--- config.mk ---
export PLATFORM = sky130hd
export DESIGN_NAME = div_ctrl
export DESIGN_NICKNAME = d
export VERILOG_FILES = /design/src/rtl/div_ctrl_pkg.sv /design/src/rtl/div_ctrl_abs_neg32.sv /design/src/rtl/div_ctrl.sv
export SDC_FILE = /design/constraint.sdc
export NUM_CORES = 1
export LEC_CHECK = 0
export CAP_MARGIN = 15
export CORE_AREA = 4 4 105 147
export CTS_BUF_LIST = sky130_fd_sc_hd__clkbuf_4 sky130_fd_sc_hd__clkbuf_8
export DETAILED_ROUTE_END_ITERATION = 10
export DIE_AREA = 0 0 109 151
export GPL_TIMING_DRIVEN = 0
export HOLD_SLACK_MARGIN = 0.15
export PLACE_DENSITY = 0.95
export SYNTH_ARGS = -nofsm -noshare
export SYNTH_HDL_FRONTEND = slang
export SYNTH_SLANG_ARGS = --single-unit
--- constraint.sdc ---
create_clock -name clk -period 6.6 [get_ports clk]
set_input_delay 0.99 -clock clk [delete_from_list [all_inputs] [get_ports clk]]
set_output_delay 0.99 -clock clk [all_outputs]
set_load 0.01 [all_outputs]
--- src/rtl/div_ctrl_pkg.sv ---
// Shared definitions for the divide sequencer: FSM states and the
// architectural divide-by-zero quotient.
package div_ctrl_pkg;

  typedef enum logic [2:0] {
    IDLE,
    ZERO,
    LAUNCH,
    WAIT,
    FIXUP,
    DRAIN
  } div_state_e;

  localparam logic [31:0] DIV_BY_ZERO_LO = 32'hFFFF_FFFF;

endpackage

--- src/rtl/div_ctrl_abs_neg32.sv ---
// Conditional two's-complement negator, used both for operand magnitudes
// and for sign-correcting the divider results.
module abs_neg32 (
  input  logic [31:0] in_i,
  input  logic        neg_i,
  output logic [31:0] out_o
);

  assign out_o = neg_i ? (~in_i + 32'd1) : in_i;

endmodule

--- src/rtl/div_ctrl.sv ---
// Sequencer between EX and the external iterative unsigned divider: converts
// DIV/DIVU to magnitudes, runs the divider, sign-corrects and writes HI/LO.
module div_ctrl
  import div_ctrl_pkg::*;
#(
  parameter int unsigned TIMEOUT = 40
) (
  input  logic        clk,
  input  logic        reset,
  input  logic        req_valid,
  input  logic        req_signed,
  input  logic [31:0] req_a,
  input  logic [31:0] req_b,
  output logic        req_ready,
  input  logic        flush,
  output logic        stall,
  output logic        hilo_we,
  output logic [31:0] hi_o,
  output logic [31:0] lo_o,
  output logic        div_start,
  output logic [31:0] div_dividend,
  output logic [31:0] div_divisor,
  input  logic        div_busy,
  input  logic [31:0] div_q,
  input  logic [31:0] div_r,
  output logic        timeout_err
);

  localparam int unsigned TW = $clog2(TIMEOUT + 1);

  div_state_e    state_q, state_d;
  logic [31:0]   a_q, b_q;
  logic          signed_q;
  logic          seen_q, seen_d;
  logic [TW-1:0] timer_q, timer_d;
  logic          err_q, err_d;

  logic          accept;
  logic          neg_a, neg_b, sign_quo;
  logic [31:0]   mag_a, mag_b, fix_q, fix_r;
  logic          done, expired;

  // Raw operands are kept; magnitudes and signs are derived from them so the
  // zero path can still return the original dividend.
  assign neg_a    = signed_q & a_q[31];
  assign neg_b    = signed_q & b_q[31];
  assign sign_quo = neg_a ^ neg_b;

  abs_neg32 u_mag_a (.in_i(a_q),   .neg_i(neg_a),    .out_o(mag_a));
  abs_neg32 u_mag_b (.in_i(b_q),   .neg_i(neg_b),    .out_o(mag_b));
  abs_neg32 u_fix_q (.in_i(div_q), .neg_i(sign_quo), .out_o(fix_q));
  abs_neg32 u_fix_r (.in_i(div_r), .neg_i(neg_a),    .out_o(fix_r));

  assign accept      = (state_q == IDLE) && req_valid && !flush && !reset;
  assign done        = seen_q && !div_busy;
  assign expired     = timer_q >= TW'(TIMEOUT - 1);
  assign timeout_err = err_q;

  always_ff @(posedge clk) begin
    if (reset) begin
      state_q  <= IDLE;
      a_q      <= '0;
      b_q      <= '0;
      signed_q <= 1'b0;
      seen_q   <= 1'b0;
      timer_q  <= '0;
      err_q    <= 1'b0;
    end else begin
      state_q <= state_d;
      seen_q  <= seen_d;
      timer_q <= timer_d;
      err_q   <= err_d;
      if (accept) begin
        a_q      <= req_a;
        b_q      <= req_b;
        signed_q <= req_signed;
      end
    end
  end

  always_comb begin
    state_d      = state_q;
    seen_d       = seen_q;
    timer_d      = timer_q;
    err_d        = err_q;
    req_ready    = 1'b0;
    stall        = 1'b0;
    hilo_we      = 1'b0;
    hi_o         = '0;
    lo_o         = '0;
    div_start    = 1'b0;
    div_dividend = '0;
    div_divisor  = '0;
    if (!reset) begin
      unique case (state_q)
        IDLE: begin
          req_ready = 1'b1;
          seen_d    = 1'b0;
          timer_d   = '0;
          if (req_valid && !flush) begin
            stall   = 1'b1;
            err_d   = 1'b0;
            state_d = (req_b == '0) ? ZERO : LAUNCH;
          end
        end
        ZERO: begin
          hilo_we = !flush;
          hi_o    = a_q;
          lo_o    = DIV_BY_ZERO_LO;
          state_d = IDLE;
        end
        LAUNCH: begin
          // The divider may still be finishing work begun before a reset.
          stall        = 1'b1;
          div_dividend = mag_a;
          div_divisor  = mag_b;
          div_start    = !div_busy;
          seen_d       = 1'b0;
          timer_d      = '0;
          if (flush)          state_d = DRAIN;
          else if (!div_busy) state_d = WAIT;
        end
        WAIT: begin
          stall        = 1'b1;
          div_dividend = mag_a;
          div_divisor  = mag_b;
          seen_d       = seen_q | div_busy;
          timer_d      = timer_q + TW'(1);
          if (flush) begin
            state_d = done ? IDLE : DRAIN;
          end else if (done) begin
            state_d = FIXUP;
          end else if (expired) begin
            state_d = IDLE;
            err_d   = 1'b1;
          end
        end
        DRAIN: begin
          // Timer keeps running so a hung divider cannot trap the drain.
          div_dividend = mag_a;
          div_divisor  = mag_b;
          seen_d       = seen_q | div_busy;
          timer_d      = expired ? timer_q : timer_q + TW'(1);
          if (done) begin
            state_d = IDLE;
          end else if (expired) begin
            state_d = IDLE;
            err_d   = 1'b1;
          end
        end
        FIXUP: begin
          hilo_we = !flush;
          hi_o    = fix_r;
          lo_o    = fix_q;
          state_d = IDLE;
        end
        default: state_d = IDLE;
      endcase
    end
  end

endmodule

==> flow_metrics.tcl <==
set metrics [dict create \
    status "finished clean" \
    drtAntennaViolNets 0 \
    synthFlopType "dfxtp_1" \
    min_from "seen_q" \
    synth-seq-cells 76 \
    start_util_pct 47.9 \
    synth_fp_nets 1144 \
    final_area_sq_um 9960 \
    place_area_sq_um 9720 \
    ctsResizeCount 0 \
    portBuffers 266 \
    p_total_mw 1.32 \
    max_cap_violations 0 \
    postSynthAreaPerCell_sq_um 6.79 \
    fin_setup_tns_ns 0 \
    htreeDepth 3 \
    drt-initial-drc-count 656 \
    fin_crit_ns 4.92 \
    die_h_microns 151 \
    dr.pass1.iters 6 \
    ys_top_cells_by_area "dfxtp_1, nand2_1, xnor2_1" \
    tritoncts "built" \
    ys_warn_count 0 \
    drc 0 \
    drive_gt1_share_pct 3.81 \
    arrival_ns 3.93 \
    slew_violations 0 \
    holdPathStages 2 \
    grt_max_degree 13 \
    cts_made_buffers 9 \
    synth_top_area_share_pct 22.3 \
    clock-sinks 76 \
    reg2reg_setup_slack_ns 4.41 \
    worstSetupPathType "input port to output port" \
    setup_viol 0 \
    synth_cells 1005 \
    dp_cells 1460 \
    synth.cell_area_sq_um 6830 \
    crit_top_cell "clkdlybuf4s50_1" \
    hpwlAfterDp_microns 20600 \
    power_leakage_nw 3.14 \
    crit_path_cell_trace "clkdlybuf4s50_1, inv_1, ha_1, or3b_4, or4_1, buf_2, o41ai_2, xor2_1, o21ai_1, clkdlybuf4s50_1" \
    end_kind "output port" \
    grt_pass1_vias 8288 \
    wire_per_inst_microns 17.3 \
    clkTransAtPathRegs_ns 0.08 \
    worstReg2RegEnd "a_q[29]" \
    yosys.cell_count.top_type "nand2_1" \
    num_vias 8630 \
    antennaDiodeCount 0 \
    grt_pass1_wl_microns 39600 \
    grt-ovfl-total 0 \
    slew_headroom_pct 19.5 \
    fin_ws_ns 1.68 \
    timing.rr.start "state_q[0]" \
    rsz0062_at_grt "false" \
    synth_largest_area_cell "dfxtp_1" \
    worstRegToRegCells 6 \
    pwr_density_cell_nw_per_um2 132 \
    vias_per_cell 5.85 \
    hold_end "seen_q" \
    synth_enable_flop_cells 0 \
    area_delta_synth_final_pct 46.0 \
    startpoint_type "input port" \
    cpPeakStageDelay_ns 0.54 \
    worst_pin_slew_ns 1.20 \
    crit_path_max_fanout 6 \
    coreArea_sq_um 14200 \
    ys_seq_area_share_pct 22.3 \
    max_freq_ghz 0.203 \
    dieArea_sq_um 16500 \
    synth_top_cells_by_count "nand2_1, nor2_1, a21oi_1" \
    synthArstFlopShare_pct 0 \
    post-route-period-util_pct 74.5 \
    clock_path_buffers 2 \
    grtUsageTotal_pct 29.9 \
    die_w_microns 109 \
    cp.required_ns 5.61 \
    cts-root-buf "clkbuf_8" \
    clk_latency_ns 0.35 \
    gp_congestion 0.950 \
    placementRows 52 \
    holdBufCountCts 0 \
    hold_slack_ns 0.473 \
    nets 1421 \
    hold_viol_final 0 \
    vdd_ir_drop_max_uv 121 \
    pin_count 267 \
    antenna_found_initial 0 \
    final_cells 1476 \
    postCtsSetupBuffers 0 \
    cp_slowest_cell "clkdlybuf4s50_1" \
    utilization_pct 69.9 \
    hp-class "register to register" \
    skew_ns 0.00487 \
    post-place-ws_ns 1.68 \
    drt-total-wl_microns 25500 \
    yosysUniqueCellTypes 67 \
]
-- worst max-delay path by stage --
stage                         from  depth (start not counted)  slack (ns)       end
after floorplan           div_q[1]                          8        2.80  lo_o[20]
after global placement    div_q[0]                         10        1.73  lo_o[26]
after detailed placement  div_q[0]                         10        1.68  lo_o[20]
after CTS                 div_q[0]                         10        1.68  lo_o[20]
after global routing      div_q[0]                         10        1.52  lo_o[26]
final                     div_q[0]                         10        1.68  lo_o[20]
-- where the power goes --
group          total [mW]  internal [mW]  switching [mW]  leakage [nW]
Combinational       0.389          0.178           0.211          2.40
Clock               0.416          0.248           0.168         0.119
Sequential          0.513          0.481          0.0322         0.619
Total                1.32          0.907           0.411          3.14
-- cell usage in the layout (no fill, tap or decap), types with 4 or more instances in the layout --
cell / Yosys / layout
nand3b_1: 4 / 4
a31oi_1: 26 / 26
nand2_1: 180 / 180
o21ai_0: 53 / 53
nor3_1: 37 / 37
inv_1: 18 / 18
o21a_1: 4 / 4
mux2i_1: 7 / 7
nand3_1: 9 / 9
buf_2: 4 / 4
clkbuf_8: 1 / 13
or3_1: 18 / 18
dfxtp_1: 76 / 76
a32oi_1: 6 / 6
o31ai_1: 16 / 16
ha_1: 5 / 5
xor2_1: 48 / 48
o41ai_2: 7 / 7
o22ai_1: 7 / 7
o31ai_2: 5 / 5
and2_1: 5 / 5
o21ai_1: 19 / 19
nor4_1: 23 / 23
nor2_1: 109 / 109
a21oi_1: 101 / 101
xnor2_1: 61 / 61
and3_1: 4 / 4
or4_1: 14 / 14
a41oi_1: 5 / 5
nor2b_1: 5 / 5
clkbuf_1: 60 / 60
clkdlybuf4s50_1: 0 / 266
nand2b_1: 11 / 11
-- registers in the layout, indices dropped and copies added (netlist names) --
| signal | flops |
|---|---|
| seen_q | 1 |
| timeout_err | 1 |
| a_q | 32 |
| b_q | 32 |
| timer_q | 6 |
| signed_q | 1 |
| state_q | 3 |
-- cell type report --
class                   count  area [sq um]
well taps                 189           236
repair buffers            266          2660
fillers                  1155          4280
clock inverters             3          67.6
flip-flops and latches     76          1520
plain buffers              70           293
multi-input cells         841          4940
inverters                  18          67.6
clock buffers              13           173
-- metal layers --
layer  global-route usage [%]  share of wire (%)  up-vias
li1                         -                  -     4116
met1                     32.2                 36     3935
met2                     53.9                 51      478
met3                     5.84                8.6      101
met4                     16.3                5.1        0
met5                        0                  0        -
-- critical path: cells and delay by family --
family	cells	cell delay [ns]
buf+inv	4	1.28
simple gates	2	0.92
compound gates	2	0.45
fa+ha+maj	1	0.15
xor+xnor	1	0.12
-- kinds of logic after synthesis --
kind of cell | Yosys count | synth area share (%)
adders and majority gates | 5 | 0.917
DFF | 76 | 22.3
buffers and inverters | 88 | 5.28
AOI/OAI and AO/OA | 271 | 24.7
muxes | 7 | 1.03
xor gates and xnor gates | 109 | 14.0
and+or+nand+nor | 449 | 31.8
Power figures use the tool's default switching activity.
